### src/rtl/rec_channel_sequencer_pkg.sv
// Shared types and default sizing for the recording-channel sequencer.
// Widths match the ADC channel and buffer RAM of one measurement lane.
package rec_pkg;

    localparam int DATA_W_DEF     = 8;
    localparam int TS_W_DEF       = 13;
    localparam int LEN_W_DEF      = 11;
    localparam int TMO_W_DEF      = 16;
    localparam int SETTLE_CYC_DEF = 300;
    localparam int RAM_DEPTH_DEF  = 1024;

    typedef enum logic [2:0] {
        S_IDLE,
        S_ARM,
        S_WAIT_ECHO,
        S_SETTLE,
        S_DRAIN,
        S_DONE
    } state_e;

endpackage

### src/rtl/rec_channel_sequencer_if.sv
// Frame descriptor handshake from the sequencer to the host-side reader.
// The master presents a descriptor; the slave accepts it with frame_ready.
interface rec_channel_sequencer_if #(
    parameter int LEN_W = rec_pkg::LEN_W_DEF,
    parameter int TS_W  = rec_pkg::TS_W_DEF
) ();

    logic             frame_valid;
    logic             frame_ready;
    logic [LEN_W-1:0] frame_len;
    logic [TS_W-1:0]  frame_ts;
    logic             frame_timeout;

    modport master (
        output frame_valid,
        output frame_len,
        output frame_ts,
        output frame_timeout,
        input  frame_ready
    );

    modport slave (
        input  frame_valid,
        input  frame_len,
        input  frame_ts,
        input  frame_timeout,
        output frame_ready
    );

endinterface

### src/rtl/rec_drain_engine.sv
// Copies len words from the channel FIFO into buffer RAM starting at 0.
// Reads are issued back to back; each write trails its read by one cycle.
module rec_drain_engine
    import rec_pkg::*;
#(
    parameter int DATA_W = DATA_W_DEF,
    parameter int LEN_W  = LEN_W_DEF
) (
    input  logic              clk,
    input  logic              rst_n,
    input  logic              go_i,
    input  logic [LEN_W-1:0]  len_i,
    input  logic [DATA_W-1:0] fifo_q_i,
    output logic              rd_req_o,
    output logic              we_o,
    output logic [LEN_W-1:0]  addr_o,
    output logic [DATA_W-1:0] data_o,
    output logic              done_o
);

    logic [LEN_W-1:0] rem_q, rem_d;
    logic [LEN_W-1:0] addr_q, addr_d;
    logic             we_q, we_d;
    logic             rd;

    assign rd = (rem_q != '0);

    always_comb begin
        rem_d  = rem_q;
        addr_d = addr_q;
        we_d   = rd;
        if (go_i) begin
            rem_d  = len_i;
            addr_d = '0;
        end else begin
            if (rd) begin
                rem_d = rem_q - 1'b1;
            end
            // advance only when another write follows, so the last address holds
            if (we_q && rd) begin
                addr_d = addr_q + 1'b1;
            end
        end
    end

    always_ff @(posedge clk or negedge rst_n) begin
        if (!rst_n) begin
            rem_q  <= '0;
            addr_q <= '0;
            we_q   <= 1'b0;
        end else begin
            rem_q  <= rem_d;
            addr_q <= addr_d;
            we_q   <= we_d;
        end
    end

    assign rd_req_o = rd;
    assign we_o     = we_q;
    assign addr_o   = addr_q;
    assign data_o   = we_q ? fifo_q_i : '0;
    assign done_o   = we_q && !rd;

endmodule

### src/rtl/rec_channel_sequencer.sv
// Per-shot sequencer: arm channel, wait for echo or timeout, settle,
// drain the channel FIFO into buffer RAM and hand a frame to the host.
module rec_channel_sequencer
    import rec_pkg::*;
#(
    parameter int DATA_W     = DATA_W_DEF,
    parameter int TS_W       = TS_W_DEF,
    parameter int LEN_W      = LEN_W_DEF,
    parameter int TMO_W      = TMO_W_DEF,
    parameter int SETTLE_CYC = SETTLE_CYC_DEF,
    parameter int RAM_DEPTH  = RAM_DEPTH_DEF
) (
    input  logic              clk,
    input  logic              reset,
    input  logic              cycle_start,
    input  logic [TMO_W-1:0]  timeout_cycles,
    output logic              busy,
    output logic [7:0]        missed_starts,
    output logic              start_pulse,
    output logic              stop_recording,
    input  logic              echo_pulse_detected,
    input  logic [LEN_W-1:0]  sample_length,
    input  logic [TS_W-1:0]   timestamp,
    output logic              fifo_read_request,
    input  logic [DATA_W-1:0] fifo_q,
    output logic              ram_we,
    output logic [LEN_W-1:0]  ram_addr,
    output logic [DATA_W-1:0] ram_d,
    rec_channel_sequencer_if.master frame
);

    localparam int SET_W = $clog2(SETTLE_CYC + 1);

    state_e           state_q, state_d;
    logic [TMO_W-1:0] tmo_q, tmo_d;
    logic [TMO_W-1:0] cnt_q, cnt_d;
    logic [SET_W-1:0] scnt_q, scnt_d;
    logic [LEN_W-1:0] len_q, len_d;
    logic [TS_W-1:0]  ts_q, ts_d;
    logic             to_q, to_d;
    logic [7:0]       miss_q, miss_d;

    logic [TMO_W-1:0] cnt_inc;
    logic             expired;
    logic             settle_last;
    logic [LEN_W-1:0] len_clamp;
    logic             drain_go;
    logic             drain_done;

    // wait cycle k (from 0) sees count k+1; a zero limit expires at once
    assign cnt_inc     = cnt_q + 1'b1;
    assign expired     = (cnt_inc == tmo_q) || (tmo_q == '0);
    assign settle_last = (scnt_q == SET_W'(SETTLE_CYC - 1));
    assign drain_go    = (state_q == S_SETTLE) && settle_last
                         && (len_clamp != '0);

    always_comb begin
        len_clamp = sample_length;
        if (int'(sample_length) > RAM_DEPTH) begin
            len_clamp = LEN_W'(RAM_DEPTH);
        end
    end

    always_ff @(posedge clk or negedge reset) begin
        if (!reset) begin
            state_q <= S_IDLE;
        end else begin
            state_q <= state_d;
        end
    end

    always_comb begin
        state_d = state_q;
        unique case (state_q)
            S_IDLE: begin
                if (cycle_start) state_d = S_ARM;
            end
            S_ARM: begin
                state_d = S_WAIT_ECHO;
            end
            S_WAIT_ECHO: begin
                if (echo_pulse_detected || expired) state_d = S_SETTLE;
            end
            S_SETTLE: begin
                if (settle_last) begin
                    state_d = (len_clamp == '0) ? S_DONE : S_DRAIN;
                end
            end
            S_DRAIN: begin
                if (drain_done) state_d = S_DONE;
            end
            S_DONE: begin
                if (frame.frame_ready) state_d = S_IDLE;
            end
            default: begin
                state_d = S_IDLE;
            end
        endcase
    end

    always_comb begin
        busy               = (state_q != S_IDLE);
        start_pulse        = (state_q == S_ARM);
        stop_recording     = (state_q == S_WAIT_ECHO)
                             && !echo_pulse_detected && expired;
        frame.frame_valid  = (state_q == S_DONE);
        frame.frame_len    = len_q;
        frame.frame_ts     = ts_q;
        frame.frame_timeout = to_q;
        missed_starts      = miss_q;
    end

    always_comb begin
        tmo_d  = tmo_q;
        cnt_d  = cnt_q;
        scnt_d = scnt_q;
        len_d  = len_q;
        ts_d   = ts_q;
        to_d   = to_q;
        miss_d = miss_q;
        if (state_q == S_IDLE && cycle_start) begin
            tmo_d = timeout_cycles;
        end
        if (state_q == S_ARM) begin
            cnt_d = '0;
        end
        if (state_q == S_WAIT_ECHO) begin
            cnt_d  = cnt_inc;
            scnt_d = '0;
            to_d   = !echo_pulse_detected && expired;
        end
        if (state_q == S_SETTLE) begin
            scnt_d = scnt_q + 1'b1;
            if (settle_last) begin
                len_d = len_clamp;
                ts_d  = timestamp;
            end
        end
        if (state_q != S_IDLE && cycle_start && miss_q != 8'hFF) begin
            miss_d = miss_q + 8'd1;
        end
    end

    always_ff @(posedge clk or negedge reset) begin
        if (!reset) begin
            tmo_q  <= '0;
            cnt_q  <= '0;
            scnt_q <= '0;
            len_q  <= '0;
            ts_q   <= '0;
            to_q   <= 1'b0;
            miss_q <= '0;
        end else begin
            tmo_q  <= tmo_d;
            cnt_q  <= cnt_d;
            scnt_q <= scnt_d;
            len_q  <= len_d;
            ts_q   <= ts_d;
            to_q   <= to_d;
            miss_q <= miss_d;
        end
    end

    rec_drain_engine #(
        .DATA_W (DATA_W),
        .LEN_W  (LEN_W)
    ) u_drain (
        .clk      (clk),
        .rst_n    (reset),
        .go_i     (drain_go),
        .len_i    (len_clamp),
        .fifo_q_i (fifo_q),
        .rd_req_o (fifo_read_request),
        .we_o     (ram_we),
        .addr_o   (ram_addr),
        .data_o   (ram_d),
        .done_o   (drain_done)
    );

endmodule

### src/flat_wrapper.sv
// flat-port wrapper written by rule: the top's interface ports become plain ports
module rec_channel_sequencer_flat import rec_pkg::*;
#(
    parameter int DATA_W     = DATA_W_DEF,
    parameter int TS_W       = TS_W_DEF,
    parameter int LEN_W      = LEN_W_DEF,
    parameter int TMO_W      = TMO_W_DEF,
    parameter int SETTLE_CYC = SETTLE_CYC_DEF,
    parameter int RAM_DEPTH  = RAM_DEPTH_DEF
)
  (clk, reset, cycle_start, timeout_cycles, busy, missed_starts, start_pulse, stop_recording, echo_pulse_detected, sample_length, timestamp, fifo_read_request, fifo_q, ram_we, ram_addr, ram_d, frame_frame_valid, frame_frame_len, frame_frame_ts, frame_frame_timeout, frame_frame_ready);
  rec_channel_sequencer_if #(.LEN_W(LEN_W), .TS_W(TS_W)) frame_i ();
  input  logic clk;
  input  logic reset;
  input  logic cycle_start;
  input  logic [TMO_W-1:0] timeout_cycles;
  output logic busy;
  output logic [7:0] missed_starts;
  output logic start_pulse;
  output logic stop_recording;
  input  logic echo_pulse_detected;
  input  logic [LEN_W-1:0] sample_length;
  input  logic [TS_W-1:0] timestamp;
  output logic fifo_read_request;
  input  logic [DATA_W-1:0] fifo_q;
  output logic ram_we;
  output logic [LEN_W-1:0] ram_addr;
  output logic [DATA_W-1:0] ram_d;
  output wire logic [$bits(frame_i.frame_valid)-1:0] frame_frame_valid;
  output wire logic [$bits(frame_i.frame_len)-1:0] frame_frame_len;
  output wire logic [$bits(frame_i.frame_ts)-1:0] frame_frame_ts;
  output wire logic [$bits(frame_i.frame_timeout)-1:0] frame_frame_timeout;
  input wire logic [$bits(frame_i.frame_ready)-1:0] frame_frame_ready;
  assign frame_frame_valid = frame_i.frame_valid;
  assign frame_frame_len = frame_i.frame_len;
  assign frame_frame_ts = frame_i.frame_ts;
  assign frame_frame_timeout = frame_i.frame_timeout;
  assign frame_i.frame_ready = frame_frame_ready;
  rec_channel_sequencer #(.DATA_W(DATA_W), .TS_W(TS_W), .LEN_W(LEN_W), .TMO_W(TMO_W), .SETTLE_CYC(SETTLE_CYC), .RAM_DEPTH(RAM_DEPTH)) u_core (.clk(clk), .reset(reset), .cycle_start(cycle_start), .timeout_cycles(timeout_cycles), .busy(busy), .missed_starts(missed_starts), .start_pulse(start_pulse), .stop_recording(stop_recording), .echo_pulse_detected(echo_pulse_detected), .sample_length(sample_length), .timestamp(timestamp), .fifo_read_request(fifo_read_request), .fifo_q(fifo_q), .ram_we(ram_we), .ram_addr(ram_addr), .ram_d(ram_d), .frame(frame_i));
endmodule
### config.mk
export PLATFORM = sky130hd
export DESIGN_NAME = rec_channel_sequencer_flat
export DESIGN_NICKNAME = d
export VERILOG_FILES = /design/src/rtl/rec_channel_sequencer_pkg.sv /design/src/rtl/rec_channel_sequencer_if.sv /design/src/rtl/rec_drain_engine.sv /design/src/rtl/rec_channel_sequencer.sv /design/src/flat_wrapper.sv
export SDC_FILE = /design/constraint.sdc
export NUM_CORES = 1
export LEC_CHECK = 0
export CORE_MARGIN = 2
export CORE_UTILIZATION = 45
export CTS_CLUSTER_DIAMETER = 150
export DETAILED_ROUTE_END_ITERATION = 10
export GPL_TIMING_DRIVEN = 0
export MAX_ROUTING_LAYER = met4
export PLACE_DENSITY = 0.84
export SLEW_MARGIN = 10
export SYNTH_ARGS = -nofsm -noshare
export SYNTH_HDL_FRONTEND = slang
export SYNTH_SLANG_ARGS = --single-unit
### constraint.sdc
create_clock -name clk -period 3.1 [get_ports clk]
set_input_delay 0.62 -clock clk [delete_from_list [all_inputs] [get_ports clk]]
set_output_delay 0.62 -clock clk [all_outputs]
set_load 0.03 [all_outputs]
Yosys cells after proc, flatten, opt, wreduce, memory -nomap -nowiden
Index checks and enable logic that the tools add are counted.

word-level totals
  output and inout port bits = 58
  register bits = 100
  logic and storage cells = 73
  input bits = 53

operators by class
  equal/unequal tests = 13
  $add $sub $neg = 5
  multiplexer cells = 17
  order comparisons = 1
  reduce and logical (&&, ||, !) cells = 26

operator list
  operator                 number
  $mux W11                 5
  $mux W16                 2
  $reduce_bool A11 Y1      2
  $mux W9                  2
  $pmux W3 S6              1
  $add A16 B1 Y16 const B  1
  $eq A16 B16 Y1           1
  $logic_not A16 Y1        1
  $mux W3                  5
  $add A11 B1 Y11 const B  1
  $gt A11 B11 Y1 const B   1
  $logic_not A11 Y1        1
  $sub A11 B1 Y11 const B  1
  $logic_and A1 B1 Y1      10
  $add A9 B1 Y9 const B    1
  $eq A9 B9 Y1 const B     1
  $add A8 B1 Y8 const B    1
  $mux W8                  1
  $ne A2 B1 Y1 const B     4
  $ne A8 B8 Y1 const B     1
  $reduce_bool A2 Y1       4
  $eq A3 B2 Y1 const B     2
  $eq A3 B3 Y1 const B     2
  $reduce_and A5 Y1        1
  other kinds (8)          10

Longest topological paths before layout
  depth after elaboration = 6
  gate-level depth with buffers = 9

Modules after synthesis
From an unflattened synthesis, not the netlist that was laid out.

unflattened totals
  cells, all modules = 514
  area total of the unflattened synthesis = 5242.5 um^2

modules (own cells, without submodules)
  module                 cells an instance  area each (um^2)  sequential area each (um^2)  times used
  rec_channel_sequencer  369                3943.8            1926.8                       1
  rec_drain_engine       145                1298.7            575.6                        1

Least setup slack after synthesis
Ideal clock, no wire load.

  path type = register to output
  from = register u_core.cnt_q[0]
  to = output stop_recording
  buffers on the path = 1
  data required time = 2.480 ns
  slack = 0.182 ns
  data arrival time = 2.298 ns
  cell stages (with the launch flop) = 9
  cell sequence = dfrtp_1 -> ha_1 -> nand3_2 -> buf_2 -> nor2_1 -> o32ai_1 -> nor4_2 -> o2111ai_1 -> a21boi_1

between the ends
  longest elaborated chain between the ends = 4

RTL lines
  item                      line                          text
  start: declaration        rec_channel_sequencer.sv:36   logic [TMO_W-1:0] cnt_q, cnt_d;
  start signal: assignment  rec_channel_sequencer.sv:155  cnt_q <= cnt_d;
  $add A16 B1 Y16           rec_channel_sequencer.sv:51   assign cnt_inc = cnt_q + 1'b1;
  $eq A16 B16 Y1            rec_channel_sequencer.sv:52   assign expired = (cnt_inc == tmo_q) || (tmo_q == '0);
  $logic_or A1 B1 Y1        rec_channel_sequencer.sv:52
  $logic_and A1 B1 Y1       rec_channel_sequencer.sv:105  && !echo_pulse_detected && expired;
  end: declaration          flat_wrapper.sv:20            output logic stop_recording;

Every way passes these cells.

Final worst setup path
  from = register u_core.cnt_q[1]
  to = output stop_recording

The elaborated chain is that of the path after synthesis.

==> results_dict.tcl <==
set metrics [dict create \
    status "finished, final reports clean" \
    syn_area_sq_um 5390 \
    drive_above_1_share 0.1252 \
    worst-setup-path-type "reg -> out" \
    ys_warn_count 0 \
    drv_cap 0 \
    grt_pass1_vias 4699 \
    nets 764 \
    fp.dieH_microns 113.4 \
    crit_path_top_delay_cell "dfrtp_2" \
    cp-start-kind "flip-flop" \
    via_count 4804 \
    vdd_drop_max_mv 0.5539 \
    critPathMaxFanout 8 \
    diodes 0 \
    clk_latency_ps 350 \
    finish.instance_area_sq_um 7239 \
    p_seq_frac 0.417 \
    grt_use_total 0.2295 \
    num_rows 39 \
    clkSinkCount 100 \
    cts_root_buffer "clkbuf_16" \
    powerDensity_nw_per_um2 672.0 \
    yosysTopAreaCell "dfrtp_1" \
    synth_top_area_frac 0.4643 \
    power.switching_mw 1.745 \
    grt_pass1_wl_microns 23040 \
    p_sw_frac 0.3588 \
    tritoncts "built" \
    wl_microns 14010 \
    finalCoreUtilization 0.6260 \
    ys_top_cells_by_count "100 x dfrtp_1, 99 x nand2_1, 47 x nor2_1, 35 x xnor2_1, 34 x o21ai_0" \
    synth.most_common_cell "dfrtp_1" \
    hp-class "in -> async" \
    hold_viol 0 \
    wl_per_cell_microns 16.40 \
    drtIter0Drc 420 \
    die-area_sq_um 12870 \
    timing.final.crit_share 0.9971 \
    drtAntennaViolNets 0 \
    path_delay_family "compound AO/OA/AOI/OAI gates" \
    dp_hpwl_microns 10150 \
    worst_slew_pin_slew_ps 654.8 \
    cp_num_buf_inv 3 \
    clkTransAtPathRegs_ps 70 \
    required_ps 2480 \
    syn_nets 630 \
    clock-skew-final_ps 7.592 \
    synth_edf_count 0 \
    hold_buffers 0 \
    nFillCells 972 \
    cpMostUsedCell "buf_4" \
    clock_path_buffers 2 \
    grt_overflow 0 \
    fin_crit_ps 3091 \
    htreeDepth 3 \
    via_per_inst 5.625 \
    area_delta_synth_final_pct 34.31 \
    io_pins 111 \
    relSlewSlack 0.5619 \
    finalSetupViolations 0 \
    comb_power_share 0.340 \
    crit_chain "buf_4, and4_1, clkbuf_4, a31oi_1, o2111ai_1, nor4_2, o2111ai_2, a21boi_2, buf_4" \
    regArea_sq_um 2506 \
    syn_avg_cell_area_sq_um 9.423 \
    synth_flop_cell "dfrtp_1" \
    internal-power_mw 3.119 \
    cts_buffers 9 \
    ys_top_cells_by_area "dfrtp_1 46%, nand2_1 6.9%, xnor2_1 5.7%, nor2_1 3.3%, o21ai_0 3.2%" \
    grt_max_degree 56 \
    grt_antenna_before_repair 0 \
    drv_slew 0 \
    synth_seq_cells 100 \
    synth.distinct_cells 69 \
    end_kind "output port" \
    portBuffers 110 \
    globalplace.congestion 0.8991 \
    rsz0062_at_grt "true" \
    placed_area_sq_um 6695 \
    multi_input_area_sq_um 2751 \
    fmax_ghz 0.3235 \
    firstDrtPassIters 5 \
    start_util 0.4661 \
    drc 0 \
    die_width_microns 113.4 \
    core_sq_um 11560 \
    cellLeakagePower_nw 3.110 \
    arrival_ps 2470 \
    slowest_delay_ps 460 \
    syn-instance-count 572 \
    synthArstFlopShare 1.000 \
    clockPowerShare 0.243 \
    ys_seq_area_frac 0.4643 \
]
## final cells by class
| cell class | count | share of cell area |
|---|---|---|
| Multi-Input combinational cell | 424 | 0.3801 |
| Clock inverter | 5 | 0.008987 |
| Clock buffer | 11 | 0.03491 |
| Tap cell | 143 | 0.02471 |
| Timing Repair Buffer | 122 | 0.1687 |
| Buffer | 31 | 0.02713 |
| Sequential cell | 100 | 0.3462 |
| Inverter | 18 | 0.009333 |
## power by group through the flow
stage / clock network (mW) / registers (mW) / logic (mW)
finish: 1.18 / 2.03 / 1.66
CTS: 1.21 / 2.03 / 1.61
detailed placement: 0 / 2.05 / 1.52
floorplan: 0 / 2.12 / 0.869
global route: 1.26 / 2.08 / 1.79
global placement: 0 / 2.03 / 1.46
## stage by stage
step | power [mW] | hold WS (ps) | worst slack (ps) | setup TNS (ps) | cells
after detailed placement | 3.568 | 456.7 | -564.6 | -564.6 | 826
final | 4.865 | 266.3 | 9.078 | 0 | 854
after global placement | 3.488 | 449.1 | -2152 | -215170 | 825
after CTS | 4.850 | 288.9 | 2.583 | 0 | 853
after floorplan | 2.991 | 324.4 | 182.2 | 0 | 572
after global routing | 5.127 | 317.1 | -95.24 | -95.24 | 854
## cell families (layout without fill, tap and decap cells)
logic type / after synthesis / in the layout / synth area share
DFF: 100 / 100 / 0.4643
muxes: 15 / 15 / 0.03110
xor gates and xnor gates: 47 / 47 / 0.07637
buffers and inverters: 49 / 187 / 0.04410
AOI/OAI and AO/OA: 95 / 95 / 0.1172
and+or+nand+nor: 261 / 262 / 0.2553
adders and majority gates: 5 / 5 / 0.01161
## path summary, 6_finish.rpt
| check | cells after the start | from | slack [ps] | to |
|---|---|---|---|---|
| max | 9 | u_core.cnt_q[1]$_DFFE_PN0P_ | 9 | stop_recording |
| min | 1 | reset | 270 | u_core.frame.frame_len[4]$_DFFE_PN0P_ |
| max reg2reg | 8 | u_core.state_q[1]$_DFFE_PN0P_ | 570 | u_core.cnt_q[10]$_DFFE_PN0P_ |
| min reg2reg | 2 | u_core.frame.frame_len[9]$_DFFE_PN0P_ | 470 | u_core.frame.frame_len[9]$_DFFE_PN0P_ |
| max in group asynchronous | 2 | reset | 2140 | u_core.cnt_q[0]$_DFFE_PN0P_ |
| min in group clk | 2 | u_core.frame.frame_len[9]$_DFFE_PN0P_ | 470 | u_core.frame.frame_len[9]$_DFFE_PN0P_ |
## cell usage in the layout (no fill, tap or decap), types with 3 or more instances in the layout
cell type / instances
nor2_1: 46
clkbuf_16: 9
dfrtp_1: 97
o31ai_1: 3
and3_1: 7
xnor2_1: 34
or3_1: 5
mux2_1: 4
buf_2: 4
inv_1: 18
a22oi_1: 4
nor4_1: 8
dfrtp_2: 3
nand3b_1: 7
a22o_1: 6
o21ai_1: 3
a31oi_1: 5
and4_1: 5
and2_1: 10
xor2_1: 12
nand2b_1: 3
clkdlybuf4s50_1: 107
o21ai_0: 33
nor3_1: 11
clkbuf_4: 3
nand3_1: 24
clkbuf_1: 14
nor4_4: 3
nor4_2: 3
nand2_1: 99
a21oi_1: 11
o211ai_1: 3
ha_1: 4
mux2_2: 10
buf_4: 16
buf_6: 5
nand4_1: 8
## worst reg2reg max path, cell delays in order (launching register included)
cell and delay [ps]:
dfrtp_1 330, clkbuf_1 320, nand2b_1 80, buf_2 170
nor2_1 510, nor2_1 310, clkbuf_1 310, o21ai_0 250
o21ai_0 120
## flip-flops by register name, summed over array words and instances (netlist names)
signal                      count
u_core.u_drain.addr_o          11
u_core.state_q                  3
u_core.frame.frame_len         11
u_core.missed_starts            8
u_core.frame.frame_timeout      1
u_core.u_drain.rem_q           11
u_core.cnt_q                   16
u_core.tmo_q                   16
u_core.frame.frame_ts          13
u_core.scnt_q                   9
u_core.u_drain.we_o             1
## repair_timing
item                       in CTS  in global routing
resized for setup              25                 10
pin swaps                       7                  1
cloned                          1                  0
setup endpoints to repair       1                  2
buffers inserted               10                  1
## routing by layer
layer | wire length (microns) | global-route usage | vias up
met4 | 346 | 0.07480 | 0
met2 | 6684 | 0.3697 | 173
li1 | - | - | 2276
met1 | 6159 | 0.2901 | 2317
met3 | 817 | 0.05101 | 38
met5 | 0 | - | -
No activity file was read; power rests on OpenSTA's default activity.
